**src/rtl/vector_pkg.sv**
```systemverilog
// Shared definitions for the vector display sequencer: FSM encoding and
// display-list entry field layout.
package vector_pkg;

    typedef enum logic [2:0] {
        ST_IDLE,
        ST_FETCH,
        ST_WAIT_DATA,
        ST_LAUNCH,
        ST_WAIT_START,
        ST_DRAW,
        ST_NEXT,
        ST_DONE
    } seq_state_t;

    localparam int ENTRY_W  = 33;
    localparam int LAST_BIT = 32;
    localparam int STAX_MSB = 31;
    localparam int STAX_LSB = 24;
    localparam int STAY_MSB = 23;
    localparam int STAY_LSB = 16;
    localparam int ENDX_MSB = 15;
    localparam int ENDX_LSB = 8;
    localparam int ENDY_MSB = 7;
    localparam int ENDY_LSB = 0;

endpackage

```
**src/rtl/vector_sequencer_if.sv**
```systemverilog
// Display-list read port and linedraw launch/coordinate bundle.
interface vector_sequencer_if
    import vector_pkg::*;
#(
    parameter int ADDR_W = 8
) ();

    logic [ADDR_W-1:0]  mem_addr;
    logic               mem_rd;
    logic [ENTRY_W-1:0] mem_data;
    logic               ld_go;
    logic [7:0]         ld_stax;
    logic [7:0]         ld_stay;
    logic [7:0]         ld_endx;
    logic [7:0]         ld_endy;
    logic               ld_busy;

    modport master (
        output mem_addr, mem_rd, ld_go, ld_stax, ld_stay, ld_endx, ld_endy,
        input  mem_data, ld_busy
    );

    modport slave (
        input  mem_addr, mem_rd, ld_go, ld_stax, ld_stay, ld_endx, ld_endy,
        output mem_data, ld_busy
    );

endinterface

```
**src/rtl/seq_watchdog.sv**
```systemverilog
// Per-segment draw watchdog: clearable up-counter that stops and flags
// expiry once it reaches TIMEOUT.
module seq_watchdog #(
    parameter int TIMEOUT = 1023
) (
    input  logic clk,
    input  logic rst_n,
    input  logic clr,
    input  logic en,
    output logic expired
);

    localparam int CNT_W = $clog2(TIMEOUT + 1);

    logic [CNT_W-1:0] cnt_q;

    assign expired = (cnt_q == CNT_W'(TIMEOUT));

    always_ff @(posedge clk or negedge rst_n) begin
        if (!rst_n) begin
            cnt_q <= '0;
        end else if (clr) begin
            cnt_q <= '0;
        end else if (en && !expired) begin
            cnt_q <= cnt_q + CNT_W'(1);
        end
    end

endmodule

```
**src/rtl/vector_sequencer.sv**
```systemverilog
// Frame controller: walks the display list and launches one linedraw run per
// segment, holding coordinates stable and blanking the beam between segments.
module vector_sequencer
    import vector_pkg::*;
#(
    parameter int ADDR_W  = 8,
    parameter int TIMEOUT = 1023
) (
    input  logic              clk,
    input  logic              rst_n,
    input  logic              frame_start,
    input  logic [ADDR_W-1:0] base_addr,
    output logic              frame_busy,
    output logic              frame_done,
    output logic              timeout_err,
    output logic              overrun_err,
    output logic              blank,
    output logic [ADDR_W:0]   seg_count,
    vector_sequencer_if.master bus
);

    localparam logic [ADDR_W:0] LIST_SIZE = {1'b1, {ADDR_W{1'b0}}};

    seq_state_t        state_q, state_d;
    logic [ADDR_W-1:0] addr_q;
    logic [ADDR_W:0]   seg_count_q;
    logic              last_q;
    logic [7:0]        stax_q, stay_q, endx_q, endy_q;
    logic              timeout_err_q, overrun_err_q;
    logic              wd_expired;

    seq_watchdog #(.TIMEOUT(TIMEOUT)) u_watchdog (
        .clk     (clk),
        .rst_n   (rst_n),
        .clr     (state_q == ST_LAUNCH),
        .en      ((state_q == ST_WAIT_START) || (state_q == ST_DRAW)),
        .expired (wd_expired)
    );

    always_ff @(posedge clk or negedge rst_n) begin
        if (!rst_n) begin
            state_q <= ST_IDLE;
        end else begin
            state_q <= state_d;
        end
    end

    always_comb begin
        state_d = state_q;
        case (state_q)
            ST_IDLE:       if (frame_start) state_d = ST_FETCH;
            ST_FETCH:      state_d = ST_WAIT_DATA;
            ST_WAIT_DATA:  state_d = ST_LAUNCH;
            ST_LAUNCH:     state_d = ST_WAIT_START;
            ST_WAIT_START: begin
                if (wd_expired)       state_d = ST_DONE;
                else if (bus.ld_busy) state_d = ST_DRAW;
            end
            ST_DRAW: begin
                if (wd_expired)        state_d = ST_DONE;
                else if (!bus.ld_busy) state_d = ST_NEXT;
            end
            // Every segment that reaches NEXT was read exactly once, so the
            // completed-segment count doubles as the read count here.
            ST_NEXT: begin
                if (last_q || (seg_count_q == LIST_SIZE)) state_d = ST_DONE;
                else                                      state_d = ST_FETCH;
            end
            ST_DONE:       state_d = ST_IDLE;
            default:       state_d = ST_IDLE;
        endcase
    end

    always_ff @(posedge clk or negedge rst_n) begin
        if (!rst_n) begin
            addr_q        <= '0;
            seg_count_q   <= '0;
            last_q        <= 1'b0;
            stax_q        <= '0;
            stay_q        <= '0;
            endx_q        <= '0;
            endy_q        <= '0;
            timeout_err_q <= 1'b0;
            overrun_err_q <= 1'b0;
        end else begin
            case (state_q)
                ST_IDLE: begin
                    if (frame_start) begin
                        addr_q        <= base_addr;
                        seg_count_q   <= '0;
                        timeout_err_q <= 1'b0;
                        overrun_err_q <= 1'b0;
                    end
                end
                ST_WAIT_DATA: begin
                    last_q <= bus.mem_data[LAST_BIT];
                    stax_q <= bus.mem_data[STAX_MSB:STAX_LSB];
                    stay_q <= bus.mem_data[STAY_MSB:STAY_LSB];
                    endx_q <= bus.mem_data[ENDX_MSB:ENDX_LSB];
                    endy_q <= bus.mem_data[ENDY_MSB:ENDY_LSB];
                end
                ST_WAIT_START: begin
                    if (wd_expired) timeout_err_q <= 1'b1;
                end
                ST_DRAW: begin
                    if (wd_expired)        timeout_err_q <= 1'b1;
                    else if (!bus.ld_busy) seg_count_q   <= seg_count_q + (ADDR_W+1)'(1);
                end
                ST_NEXT: begin
                    if (!last_q) begin
                        if (seg_count_q == LIST_SIZE) overrun_err_q <= 1'b1;
                        else                          addr_q        <= addr_q + ADDR_W'(1);
                    end
                end
                default: ;
            endcase
        end
    end

    assign frame_busy   = (state_q != ST_IDLE);
    assign frame_done   = (state_q == ST_DONE);
    assign blank        = (state_q != ST_DRAW);
    assign timeout_err  = timeout_err_q;
    assign overrun_err  = overrun_err_q;
    assign seg_count    = seg_count_q;

    assign bus.mem_addr = addr_q;
    assign bus.mem_rd   = (state_q == ST_FETCH);
    assign bus.ld_go    = (state_q == ST_LAUNCH);
    assign bus.ld_stax  = stax_q;
    assign bus.ld_stay  = stay_q;
    assign bus.ld_endx  = endx_q;
    assign bus.ld_endy  = endy_q;

endmodule

```
**src/flat_wrapper.sv**
```systemverilog
// flat-port wrapper written by rule: the top's interface ports become plain ports
module vector_sequencer_flat import vector_pkg::*;
#(
    parameter int ADDR_W  = 8,
    parameter int TIMEOUT = 1023
)
  (clk, rst_n, frame_start, base_addr, frame_busy, frame_done, timeout_err, overrun_err, blank, seg_count, bus_mem_addr, bus_mem_rd, bus_ld_go, bus_ld_stax, bus_ld_stay, bus_ld_endx, bus_ld_endy, bus_mem_data, bus_ld_busy);
  vector_sequencer_if #(.ADDR_W(ADDR_W)) bus_i ();
  input  logic clk;
  input  logic rst_n;
  input  logic frame_start;
  input  logic [ADDR_W-1:0] base_addr;
  output logic frame_busy;
  output logic frame_done;
  output logic timeout_err;
  output logic overrun_err;
  output logic blank;
  output logic [ADDR_W:0] seg_count;
  output wire logic [$bits(bus_i.mem_addr)-1:0] bus_mem_addr;
  output wire logic [$bits(bus_i.mem_rd)-1:0] bus_mem_rd;
  output wire logic [$bits(bus_i.ld_go)-1:0] bus_ld_go;
  output wire logic [$bits(bus_i.ld_stax)-1:0] bus_ld_stax;
  output wire logic [$bits(bus_i.ld_stay)-1:0] bus_ld_stay;
  output wire logic [$bits(bus_i.ld_endx)-1:0] bus_ld_endx;
  output wire logic [$bits(bus_i.ld_endy)-1:0] bus_ld_endy;
  input wire logic [$bits(bus_i.mem_data)-1:0] bus_mem_data;
  input wire logic [$bits(bus_i.ld_busy)-1:0] bus_ld_busy;
  assign bus_mem_addr = bus_i.mem_addr;
  assign bus_mem_rd = bus_i.mem_rd;
  assign bus_ld_go = bus_i.ld_go;
  assign bus_ld_stax = bus_i.ld_stax;
  assign bus_ld_stay = bus_i.ld_stay;
  assign bus_ld_endx = bus_i.ld_endx;
  assign bus_ld_endy = bus_i.ld_endy;
  assign bus_i.mem_data = bus_mem_data;
  assign bus_i.ld_busy = bus_ld_busy;
  vector_sequencer #(.ADDR_W(ADDR_W), .TIMEOUT(TIMEOUT)) u_core (.clk(clk), .rst_n(rst_n), .frame_start(frame_start), .base_addr(base_addr), .frame_busy(frame_busy), .frame_done(frame_done), .timeout_err(timeout_err), .overrun_err(overrun_err), .blank(blank), .seg_count(seg_count), .bus(bus_i));
endmodule
```
**config.mk**
```make
export PLATFORM = sky130hd
export DESIGN_NAME = vector_sequencer_flat
export DESIGN_NICKNAME = d
export VERILOG_FILES = /design/src/rtl/vector_pkg.sv /design/src/rtl/vector_sequencer_if.sv /design/src/rtl/seq_watchdog.sv /design/src/rtl/vector_sequencer.sv /design/src/flat_wrapper.sv
export SDC_FILE = /design/constraint.sdc
export NUM_CORES = 1
export LEC_CHECK = 0
export BUFFER_PORTS_ARGS = -buffer_cell sky130_fd_sc_hd__buf_2
export CAP_MARGIN = 5
export CORE_ASPECT_RATIO = 1.5
export CORE_MARGIN = 2
export CORE_UTILIZATION = 51
export DETAILED_ROUTE_END_ITERATION = 12
export PLACE_DENSITY = 0.89
export SETUP_SLACK_MARGIN = 0.5
export SLEW_MARGIN = 20
export SYNTH_ARGS = -nofsm -noshare
export SYNTH_HDL_FRONTEND = slang
export SYNTH_SLANG_ARGS = --single-unit
```
**constraint.sdc**
```tcl
create_clock -name clk -period 1.97 [get_ports clk]
set_input_delay 0.197 -clock clk [delete_from_list [all_inputs] [get_ports clk]]
set_output_delay 0.197 -clock clk [all_outputs]
set_load 0.01 [all_outputs]
```
==> impl_metrics.yaml, run 1 <==
logic_synthesis:
  ys_top_cells_by_area: "dfrtp_1 51%, mux2_2 12%, o31ai_1 3.1%"
  syn-num-nets: 326
  synth-async-reset-ratio_pct: 100
  seq_area_frac_synth_pct: 51.4
  synth_most_common_cell: "dfrtp_1"
  ys.flop_type: "dfrtp_1"
  syn_inst: 277
  synthDominantCellAreaShare_pct: 51.4
  synth.cell_area_um2: 3170
  synthTopCellsByCount: "65 x dfrtp_1, 33 x mux2_2, 15 x nand3_1, 14 x nand2_1"
  yosysWarnings: 0
  syn_area_per_cell_um2: 11.4
  synth_edf_count: 0
  yosysUniqueCellTypes: 52
  synth.ff_latch_count: 65
  yosys.area.top_type: "dfrtp_1"
routing:
  drt-total-wl_um: 12200
  drtIter0Drc: 252
  drc: 0
  first_pass_iters: 7
  wl_per_cell_um: 23.3
  avgViaCountPerCell: 6.23
  antenna_left: 0
  vias: 3244
timing:
  final-setup-viol-count: 0
  slew_headroom_pct: 73.3
  hold_viol_final: 0
  rsz0062_at_grt: "true"
  period_needed_ps: 1850
  max_freq_mhz: 540
  maxSlewViolCount: 0
  final.period_utilization_pct: 94.1
  fin_setup_tns_ps: 0
  tightest_slew_ps: 400
  clock_skew_ps: 7.42
critical_path:
  worst_ep_arrival_time_ps: 2070
  cp-start-kind: "register"
  end_kind: "register"
  path_buf_inv: 2
  critPathSlowestCell: "dfrtp_2"
  critPathRequiredTime_ps: 2190
  cp_top_family: "simple AND/OR/NAND/NOR gates"
  crit_path_max_fanout: 7
  crit_chain: "or3_4 > nor4b_4 > buf_4 > buf_6 > o31ai_2 > a21oi_2"
  worst-setup-path-type: "reg -> reg"
  critical_path.max_stage_delay_ps: 470
floorplanning:
  ios: 101
  initial_core_util_pct: 52.0
  core_area_um2: 6090
  die_h_um: 100
  die_x_um: 68.3
  rows: 35
  die_area_um2: 6870
finish:
  final_area_um2: 5130
  syn2layout_area_growth_pct: 62.1
  fin_nets: 491
  drive_gt1_share_pct: 66.2
  antennaDiodeCount: 0
placement:
  gp_congestion: 0.869
  dpl_cell_area_um2: 3840
  hpwl_um: 5370
  io_buffers: 100
flow_run:
  max_cap_viol_count: 0
clock_network:
  clkTransAtPathRegs_ps: 80
  cts_tree: "yes"
  htree_levels: 3
  clock_latency_ps: 350
  cts_sinks: 65
  numCtsBuffers: 9
  clockBufferDepth: 2
  ctsRootBufferMaster: "clkbuf_8"
power_and_ir_drop:
  leakagePower_nw: 2.37
  vdd_drop_max_uv: 1020
  p_per_area_nw_per_um2: 1530
global_route:
  grt.overflow.total: 0
  gr-usage-all-layers_pct: 27.2
  grt_pass1_vias: 2860
  top_usage_layer: "met2"
  use_met1_pct: 32.9
  use_met3_pct: 4.58
  grt_use_met2_pct: 45.9
  grt_first_pass_wirelength_um: 14000
  antenna_found_initial: 0
  grt_max_degree: 66
run_status:
  status: "finished clean"
hold_path:
  hp-class: "in -> reg"
where the power goes:
part / internal [W] / total (W) / leakage (nW) / switching (W)
Combinational: 0.00225 / 0.00421 / 1.48 / 0.00196
Sequential: 0.00186 / 0.00238 / 0.788 / 0.000513
Clock: 0.000712 / 0.00127 / 0.106 / 0.000560
cells in the final DEF (no fill, tap or decap), types with 3 or more instances in the layout:
cell type / count
clkbuf_8: 9
o31ai_4: 3
nand3_1: 10
or4_4: 3
o21ai_0: 6
buf_4: 43
nor3_2: 3
nor4b_4: 4
nor2_1: 9
nor2_4: 3
a21oi_2: 7
nand4_1: 3
a21oi_1: 5
dfrtp_1: 55
and3_1: 3
inv_1: 7
dfrtp_2: 10
nand3_2: 5
o31ai_1: 7
mux2_4: 33
o21ai_2: 3
buf_6: 15
nand2_1: 12
buf_2: 98
buf_12: 6
o211ai_1: 5
a22oi_2: 4
o22ai_1: 3
o31ai_2: 4
per-layer routing:
layer / share of wire [%] / vias to the layer above
met4: 4.0 / 0
met2: 54 / 245
li1: - / 1371
met3: 7.5 / 45
met1: 35 / 1583
met5: 0 / -
stage by stage:
step	instances	hold slack (ps)	setup WS (ps)	total power [W]	utilization (%)
2_1_floorplan	277	-98.6	262	0.00391	-
3_3_place_gp	448	235	181	0.00456	63.1
3_5_place_dp	448	235	116	0.00471	63.1
4_1_cts	496	70.9	258	0.00665	75.2
5_1_grt	521	81.7	84.3	0.00817	84.3
6_report	521	84.6	117	0.00786	84.3
worst paths after layout:
path	cells past startpoint	from	to	slack, ps
max	6	u_core.state_q[1]	u_core.seg_count[8]	120
min	2	bus_mem_data[6]	u_core.bus.ld_endy[6]	80
max reg2reg	6	u_core.state_q[1]	u_core.seg_count[8]	120
min reg2reg	1	u_core.bus.ld_stax[0]	u_core.bus.ld_stax[0]	510
max in group asynchronous	3	rst_n	u_core.seg_count[2]	1280
min in group asynchronous	3	rst_n	u_core.bus.mem_addr[4]	390
repair_timing:
item,CTS,global route
endpoints found under the setup margin,68,69
hold buffers,1,0
pin swaps,24,20
gates cloned,3,2
gates resized for setup,55,87
setup buffers,28,23
endpoints found under the hold margin,65,0
layout make-up:
type	instances	area, um^2
Clock buffer	9	124
Clock inverter	7	93.8
Fill cell	254	956
Inverter	11	48.8
Multi-Input combinational cell	188	1930
Sequential cell	65	1640
Tap cell	74	92.6
Timing Repair Buffer	167	1210
flip-flops by register name (all words and copies together), names as in the netlist:
register	flops
u_core.u_watchdog.cnt_q	10
u_core.seg_count	9
u_core.bus.ld_endx	8
u_core.bus.ld_endy	8
u_core.bus.ld_stax	8
u_core.bus.ld_stay	8
u_core.bus.mem_addr	8
u_core.state_q	3
u_core.last_q	1
u_core.overrun_err	1
u_core.timeout_err	1
logic make-up (layout without fill, tap and decap cells):
family                   after synthesis  count (layout)  share of synthesized area, %
buffers and inverters                 24             194                          3.72
AO/OA/AOI/OAI                         66              66                          14.3
adder cells (fa/ha/maj)                4               4                          1.58
AND/OR/NAND/NOR                       83              83                          16.6
flip-flops                            65              65                          51.4
XOR/XNOR                               1               1                         0.277
multiplexers                          34              34                          12.1
Power figures use the tool's default switching activity.
==> run 2, diff against run 1 <==
CORE_UTILIZATION = 50   (was 51)
PLACE_DENSITY = 0.88   (was 0.89)
==> impl_metrics.yaml, run 2 (synthesized netlist as in run 1, its figures left out) <==
floorplanning:
  initial_core_util_pct: 51.6
  core_area_um2: 6130
  die_x_um: 69.0
  die_area_um2: 7000
  ios: 101
  die_h_um: 101
  rows: 35
global_route:
  grt.overflow.total: 0
  grt_first_pass_wirelength_um: 14100
  antenna_found_initial: 0
  grt_pass1_vias: 2940
  gr-usage-all-layers_pct: 27.0
  grt_max_degree: 41
critical_path:
  worst_ep_arrival_time_ps: 2070
  critPathSlowestCell: "dfrtp_2"
  critical_path.max_stage_delay_ps: 470
  crit_path_max_fanout: 6
  worst-setup-path-type: "reg -> reg"
  path_buf_inv: 2
  cp-start-kind: "register"
  crit_chain: "nor4b_4 > buf_4 > buf_12 > o211ai_1 > or3_1 > a21oi_2"
  end_kind: "register"
  cp_top_family: "simple AND/OR/NAND/NOR gates"
  critPathRequiredTime_ps: 2240
placement:
  hpwl_um: 5720
  gp_congestion: 0.967
  io_buffers: 100
  dp_cells: 451
timing:
  final-setup-viol-count: 0
  tightest_slew_ps: 442
  hold_viol_final: 0
  max_freq_mhz: 557
  period_needed_ps: 1800
  final.period_utilization_pct: 91.2
  slew_headroom_pct: 70.4
  clock_skew_ps: 11.4
  maxSlewViolCount: 0
  rsz0062_at_grt: "true"
  fin_setup_tns_ps: 0
finish:
  n_fill_cell: 344
  fin_nets: 479
  largest_register_ffs: 10
  drive_gt1_share_pct: 62.8
  antennaDiodeCount: 0
  layout_common_cells: "99 x buf_2, 55 x dfrtp_1, 33 x mux2_2"
  top_register: "u_core.u_watchdog.cnt_q"
  layoutNonFillerInstCount: 509
  syn2layout_area_growth_pct: 52.1
  layout_commonest_cell: "buf_2"
run_status:
  status: "finished clean"
routing:
  wl_per_cell_um: 22.0
  first_pass_iters: 5
  drt-total-wl_um: 11200
  drtIter0Drc: 333
  antenna_left: 0
  drc: 0
  vias: 3166
  avgViaCountPerCell: 6.22
clock_network:
  numCtsBuffers: 9
  cts_tree: "yes"
  clockBufferDepth: 2
  clock_latency_ps: 350
  htree_levels: 3
  clkTransAtPathRegs_ps: 80
  ctsRootBufferMaster: "clkbuf_8"
  cts_sinks: 65
power_and_ir_drop:
  vdd_drop_max_uv: 750
  power.share.clock_pct: 16.5
  p_per_area_nw_per_um2: 1490
  seqPwrFrac_pct: 32.6
  swShare_pct: 39.1
  comb_power_share_pct: 50.9
  leakagePower_nw: 2.16
  internal_power_w: 0.00436
  power.switching_w: 0.00280
hold_path:
  hp-class: "in -> reg"
flow_run:
  max_cap_viol_count: 0
-- run 2: changes by cell type in the layout (fill, tap and decap cells not counted), moves of 3 or more --
cell,delta
buf_6,-5
mux2_4,-33
clkbuf_16,+3
o21ai_1,+3
mux2_2,+33
buf_4,-11
nand3_2,-3
-- run 2: layer usage --
metal  routed length (um)  part of all wire [%]  global-route usage, %  vias to the layer above
met5                    0                     0                      0                        -
met4                  479                   4.3                   11.6                        0
met3                  910                   8.1                   4.89                       50
met2                 5990                    53                   48.9                      237
met1                 3820                    34                   30.0                     1525
li1                     -                     -                      -                     1354
-- run 2: final cells by class --
type | instances | area [um^2] | area share [%]
clock buffers | 10 | 138 | 2.86
multi-input cells | 189 | 1720 | 35.7
flip-flops and latches | 65 | 1640 | 34.1
repair buffers | 154 | 1120 | 23.2
clock inverters | 6 | 67.6 | 1.40
well taps | 74 | 92.6 | 1.92
inverters | 11 | 43.8 | 0.910
-- run 2: what timing repair did --
item,4_1_cts,5_1_grt
setup buffers,25,10
endpoints found under the setup margin,69,70
gates resized for setup,34,46
gates cloned,2,4
endpoints found under the hold margin,11,0
hold buffers,1,0
pin swaps,15,15
-- run 2: path summary, 6_finish.rpt --
check	from	to	slack, ps	depth (start not counted)
min in group asynchronous	rst_n	u_core.bus.ld_endx[4]	270	2
hold reg to reg	u_core.bus.ld_endx[3]	u_core.bus.ld_endx[3]	500	1
setup reg to reg	u_core.state_q[0]	u_core.seg_count[6]	170	6
hold / removal	bus_mem_data[22]	u_core.bus.ld_stay[6]	80	2
setup / recovery	u_core.state_q[0]	u_core.seg_count[6]	170	6
max in group asynchronous	rst_n	u_core.u_watchdog.cnt_q[3]	1160	3
-- run 2: stage by stage --
step / power [W] / worst slack, ps / util, % / cell area, um^2 / hold WS, ps
floorplan: 0.00391 / 262 / - / 3260 / -98.6
finish: 0.00716 / 174 / 78.5 / 4810 / 75.0
global route: 0.00752 / 123 / 78.5 / 4810 / 69.4
CTS: 0.00639 / 226 / 72.8 / 4470 / 73.3
detailed placement: 0.00477 / 143 / 63.2 / 3870 / 107
global placement: 0.00463 / 218 / 63.2 / 3870 / 99.8
-- run 2: power by group through the flow --
stage	Clock [W]	Sequential, W	Combinational [W]
floorplan	0	0.00244	0.00147
global placement	0	0.00226	0.00237
detailed placement	0	0.00231	0.00246
CTS	0.00116	0.00227	0.00296
global route	0.00125	0.00239	0.00388
finish	0.00118	0.00234	0.00365
